--- config.mk ---
export PLATFORM = sky130hd
export DESIGN_NAME = line_pingpong_writer
export DESIGN_NICKNAME = d
export VERILOG_FILES = /design/src/rtl/line_pingpong_pkg.sv /design/src/rtl/line_pingpong_writer_assembler.sv /design/src/rtl/line_pingpong_writer.sv
export SDC_FILE = /design/constraint.sdc
export NUM_CORES = 2
export LEC_CHECK = 0
export ABC_AREA = 1
export CAP_MARGIN = 5
export CORE_AREA = 4 4 502 504
export DETAILED_ROUTE_END_ITERATION = 12
export DIE_AREA = 0 0 506 508
export REMOVE_ABC_BUFFERS = 1
export SYNTH_ARGS = -nofsm -noshare
export SYNTH_HDL_FRONTEND = slang
export SYNTH_SLANG_ARGS = --single-unit
--- constraint.sdc ---
create_clock -name iCLK -period 2.3 [get_ports iCLK]
set_input_delay 0.23 -clock iCLK [delete_from_list [all_inputs] [get_ports iCLK]]
set_output_delay 0.23 -clock iCLK [all_outputs]
set_load 0.05 [all_outputs]
--- src/rtl/line_pingpong_pkg.sv ---
`default_nettype none
// ============================================================================
// line_pingpong_pkg : shared FSM encoding and bank IDs for the line writer
// Revision: 1.0
// ============================================================================
package line_pingpong_pkg;

  typedef enum logic [1:0] {
    ST_IDLE   = 2'd0,
    ST_FILL   = 2'd1,
    ST_COMMIT = 2'd2
  } state_e;

  // Bank IDs share the polarity of the downstream select line
  localparam logic BANK_A = 1'b1;
  localparam logic BANK_B = 1'b0;

endpackage
`default_nettype wire

--- src/rtl/line_pingpong_writer_assembler.sv ---
`default_nettype none
// ============================================================================
// line_assembler : packs accepted pixels LSB-first and flags line completion
// Revision: 1.0
// ============================================================================
module line_assembler #(
  parameter int DATA_WIDTH = 640,
  parameter int CNT_W      = $clog2(DATA_WIDTH + 1)
) (
  input  logic                  clk,
  input  logic                  rst,
  input  logic                  i_accept,
  input  logic                  i_in_fill,
  input  logic                  i_pix,
  input  logic                  i_start,
  input  logic                  i_end,
  output logic                  o_done,
  output logic [DATA_WIDTH-1:0] o_word
);

  localparam logic [CNT_W-1:0] FULL_CNT = CNT_W'(DATA_WIDTH);

  logic [DATA_WIDTH-1:0] asm_q, asm_d;
  logic [CNT_W-1:0]      cnt_q, cnt_d;
  logic                  take;

  always_comb begin
    asm_d  = asm_q;
    cnt_d  = cnt_q;
    take   = i_accept && (i_start || i_in_fill);
    if (take) begin
      // A start pixel always restarts assembly, even mid-line
      if (i_start) begin
        asm_d    = '0;
        asm_d[0] = i_pix;
        cnt_d    = CNT_W'(1);
      end else begin
        for (int i = 0; i < DATA_WIDTH; i++) begin
          if (cnt_q == CNT_W'(i)) asm_d[i] = i_pix;
        end
        cnt_d = cnt_q + CNT_W'(1);
      end
    end
    o_done = take && (i_end || (cnt_d == FULL_CNT));
  end

  always_ff @(posedge clk) begin
    if (rst) begin
      asm_q <= '0;
      cnt_q <= '0;
    end else begin
      asm_q <= asm_d;
      cnt_q <= cnt_d;
    end
  end

  assign o_word = asm_q;

endmodule
`default_nettype wire

--- src/rtl/line_pingpong_writer.sv ---
`default_nettype none
// ============================================================================
// line_pingpong_writer : commits packed lines alternately into two banks
// Revision: 1.0
// ============================================================================
module line_pingpong_writer
  import line_pingpong_pkg::*;
#(
  parameter int DATA_WIDTH = 640,
  parameter int DROP_W     = 8
) (
  input  logic                  iCLK,
  input  logic                  iRST,
  input  logic                  iPIX_VALID,
  input  logic                  iPIX_DATA,
  input  logic                  iLINE_START,
  input  logic                  iLINE_END,
  output logic                  oPIX_READY,
  output logic [DATA_WIDTH-1:0] oMEMOUT_0A,
  output logic [DATA_WIDTH-1:0] oMEMOUT_0B,
  output logic                  oMEM_SEL,
  output logic                  oLINE_RDY,
  input  logic                  iLINE_ACK,
  output logic                  oOVF,
  output logic [DROP_W-1:0]     oDROP_CNT
);

  localparam int CNT_W = $clog2(DATA_WIDTH + 1);

  state_e                state_q, state_d;
  logic [DATA_WIDTH-1:0] bank_a_q, bank_a_d;
  logic [DATA_WIDTH-1:0] bank_b_q, bank_b_d;
  logic                  wr_bank_q, wr_bank_d;
  logic                  sel_q, sel_d;
  logic                  rdy_q, rdy_d;
  logic                  ovf_q, ovf_d;
  logic [DROP_W-1:0]     drop_q, drop_d;
  logic                  accept;
  logic                  done;
  logic                  pending_after;
  logic [DATA_WIDTH-1:0] asm_word;

  assign oPIX_READY = (state_q != ST_COMMIT);
  assign accept     = iPIX_VALID && oPIX_READY;

  line_assembler #(
    .DATA_WIDTH (DATA_WIDTH),
    .CNT_W      (CNT_W)
  ) u_assembler (
    .clk       (iCLK),
    .rst       (iRST),
    .i_accept  (accept),
    .i_in_fill (state_q == ST_FILL),
    .i_pix     (iPIX_DATA),
    .i_start   (iLINE_START),
    .i_end     (iLINE_END),
    .o_done    (done),
    .o_word    (asm_word)
  );

  always_comb begin
    state_d   = state_q;
    bank_a_d  = bank_a_q;
    bank_b_d  = bank_b_q;
    wr_bank_d = wr_bank_q;
    sel_d     = sel_q;
    drop_d    = drop_q;
    ovf_d     = 1'b0;
    // The ready flag doubles as the pending flag; an ack is applied before any commit
    pending_after = rdy_q && !iLINE_ACK;
    rdy_d         = pending_after;
    case (state_q)
      ST_IDLE: begin
        if (accept && iLINE_START) state_d = done ? ST_COMMIT : ST_FILL;
      end
      ST_FILL: begin
        if (done) state_d = ST_COMMIT;
      end
      ST_COMMIT: begin
        state_d = ST_IDLE;
        if (!pending_after) begin
          if (wr_bank_q == BANK_A) bank_a_d = asm_word;
          else                     bank_b_d = asm_word;
          sel_d     = (wr_bank_q == BANK_A);
          rdy_d     = 1'b1;
          wr_bank_d = (wr_bank_q == BANK_A) ? BANK_B : BANK_A;
        end else begin
          ovf_d = 1'b1;
          if (drop_q != '1) drop_d = drop_q + DROP_W'(1);
        end
      end
      default: state_d = ST_IDLE;
    endcase
  end

  always_ff @(posedge iCLK) begin
    if (iRST) begin
      state_q   <= ST_IDLE;
      bank_a_q  <= '0;
      bank_b_q  <= '0;
      wr_bank_q <= BANK_A;
      sel_q     <= 1'b0;
      rdy_q     <= 1'b0;
      ovf_q     <= 1'b0;
      drop_q    <= '0;
    end else begin
      state_q   <= state_d;
      bank_a_q  <= bank_a_d;
      bank_b_q  <= bank_b_d;
      wr_bank_q <= wr_bank_d;
      sel_q     <= sel_d;
      rdy_q     <= rdy_d;
      ovf_q     <= ovf_d;
      drop_q    <= drop_d;
    end
  end

  assign oMEMOUT_0A = bank_a_q;
  assign oMEMOUT_0B = bank_b_q;
  assign oMEM_SEL   = sel_q;
  assign oLINE_RDY  = rdy_q;
  assign oOVF       = ovf_q;
  assign oDROP_CNT  = drop_q;

endmodule
`default_nettype wire
==> results by group <==
Logic synthesis
  • Post-synth ARST share: 0%
  • Syn Std Cell Area: 73400 sq um
  • Synth top area share: a little over half
  • Top post-synthesis cells by area: dfxtp_1 (53%), o21ai_0 (12%), a21oi_1 (9.3%)
  • Synthesized flop and latch total: 1944
  • Post-synth EDFFs: 0
  • Synth Flop Type: dfxtp_1
  • Post-synthesis cell type count: 27
  • Post-synth top area cell: dfxtp_1
  • Part of the Yosys area used for sequential elements: a little over half
  • Synthesized area per cell: around 8 sq um
  • YS warnings: 0
  • Synth Instances: roughly 9100

STA
  • Slew HR: about half
  • Final Max Slew Viols: 0
  • Clock skew: slightly below 60 ps
  • Worst slew pin tran: between 700 and 800 ps
  • Fmax achieved: 453 MHz
  • RSZ-0062 raised after global routing: yes
  • Final hold slack: around 240 ps
  • Final hold viol count: 0
  • Total Neg Setup Slack: 0 ps
  • Slack of the critical path: 92.4 ps
  • Final setup viols: 0
  • Fin crit share: a little over nine tenths
  • Final Critical Period: approximately 2200 ps

Floorplan
  • Full die area: between 200000 and 300000 sq um
  • Cell Rows: between 150 and 200
  • Die W: approximately 510 um
  • # IOs: 1299
  • Die Span Y: just over 500 um
  • Starting Density: approximately 30%
  • CORE AREA: roughly 250000 sq um

Clock network
  • CTS tree: built
  • CTS Sinks: between 1500 and 2000
  • Clock root buffer: clkbuf_16
  • Clock buffer depth: 3
  • Clk Latency, worst-skew pair: 850 ps
  • # H-tree levels: 4
  • Num CTS Buffers: between 200 and 250
  • Clock-pin slew on the worst setup and hold paths: 60 ps

Pwr
  • Lkg Pwr: 42.1 nW
  • VDD IR-drop max: 644 uV
  • Pwr dens: slightly below 800 nW/um^2

Global route
  • Antenna violations before repair: 11
  • Total gr overflow: 0
  • Vias in the first global route: between 60000 and 70000
  • First-pass GRT wire length: around 450000 um
  • Pin count of the biggest net entering global routing: between 100 and 150
  • Total GRT Usage: around 23%

Worst setup path
  • Crit Path Category: flip-flop to output port
  • Crit path max-delay family: buffers and inverters
  • CP Cell Sequence: clkdlybuf4s50_1
  • Critical Path AT: ~2000 ps
  • Critical-path top delay cell: clkdlybuf4s50_1
  • Worst-path fanout max: 2
  • Critical path required time: 2070 ps
  • Worst setup path startpoint: oMEMOUT_0A[379]$_SDFFE_PP0P_
  • Crit path buffers/inverters: 1
  • Worst Setup Start Kind: flip-flop
  • RR Startpoint: state_q[0]$_SDFFE_PP0P_
  • Slowest stage delay, CP: roughly 860 ps
  • CP Capture Type: output port

Hold path
  • HP Start: iPIX_VALID
  • Type of the worst min-delay path: primary input to flip-flop

Place
  • DP Worst Slack: -171 ps
  • DP Wirelength: roughly 220000 um
  • Gpl congestion: 0.868
  • DP Cell Count: around 13000
  • Buffers added on ports: between 1000 and 1500

Detailed routing
  • Vias: around 71000
  • Antenna viol nets, final: 0
  • DR iter-0 viols: slightly below 7000
  • First-pass iteration count of the detailed router: 8
  • Drc violations: 0
  • DR WL/cell: roughly 23 um
  • Via density: roughly 5.2
  • Total wire length: roughly 310000 um

Layout
  • Most common cell after layout, fill and taps aside: dfxtp_1
  • Nets@finish: slightly above 10000
  • Layout cells sized above 1: 8.45%
  • Synthesis-to-layout area growth: 33.4%
  • Non-filler instance count after layout: 13700
  • Most frequent cells in the layout: dfxtp_1 (1944), o21ai_0 (1778), a21oi_1 (1361)
  • Final core utilization: roughly two fifths

Run
  • Max-capacitance violation count: 0

Run status
  • Status: completed
## routing by layer
layer  track usage, %  vias to the layer above  part of all wire, %
met5                0                        -                0.012
met4             9.65                        6                  4.4
met3             5.58                      509                  8.2
met2             36.8                     3098                   45
met1             29.6                    33600                   42
li1                 -                    33600                    -
## cells in the mapped netlist (all sizes together) (2+ instances only)
cell,number
clkbuf,700
dfxtp,1944
o21ai,1923
ha,5
inv,696
nor2,1340
o22ai,2
nand4,5
o311a,2
nand3,65
nor3,5
nand2,325
a311oi,570
a21oi,1361
buf,182
## state kept, by name (all words and copies together), names as in the netlist
register / count
oMEMOUT_0A: 640
oMEMOUT_0B: 640
u_assembler.o_word: 640
u_assembler.cnt_q: 10
oDROP_CNT: 8
state_q: 2
oLINE_RDY: 1
oMEM_SEL: 1
oOVF: 1
wr_bank_q: 1
## power breakdown
part	leakage (nW)	total, mW	internal [mW]	switching, mW
Combinational	23.0	5.42	1.68	3.74
Sequential	15.8	35.6	34.6	1.03
Clock	3.39	34.4	19.9	14.5
Total	42.1	75.5	56.2	19.2
## timing repair
| item | CTS | global route |
|---|---|---|
| setup buffers | 0 | 2 |
| hold endpoints to repair | 88 | 0 |
| pin swaps | 1 | 3 |
| resized for setup | 1206 | 22 |
| setup endpoints to repair | 1200 | 58 |
| hold buffers | 2 | 0 |
| gates cloned | 0 | 1 |
## per-stage QoR
step	cell area, sq um	power (mW)
finish	97900	75.5
global route	97900	78.1
CTS	97800	76.1
detailed placement	92300	41.9
global placement	92300	41.8
floorplan	69900	39.2
## path summary, 6_finish.rpt
path	endpoint	slack (ps)	depth (start not counted)
setup / recovery	oMEMOUT_0A[379]	90	1
hold reg to reg	oMEMOUT_0B[460]$_SDFFE_PP0P_	440	2
setup reg to reg	u_assembler.o_word[564]$_SDFFE_PP0P_	160	9
hold / removal	u_assembler.cnt_q[0]$_SDFF_PP0_	240	5
## cell families after synthesis
group	share of synthesized area (%)
buffers and inverters	8.39
adder cells (fa/ha/maj)	0.0852
flip-flops	53.0
XOR/XNOR	0.0119
AND/OR/NAND/NOR	9.24
AO/OA/AOI/OAI	29.2
## area by class of cell
cell class | count | area, sq um
timing repair buffer | 1745 | 16700
multi-input combinational | 5608 | 28500
sequential | 1944 | 38900
clock buffer | 300 | 5930
clock inverter | 70 | 1040
inverter | 696 | 2670
tap | 3330 | 4170
antenna | 10 | 25.0
fill | 25300 | 150000
(Power assumes the default switching activity.)
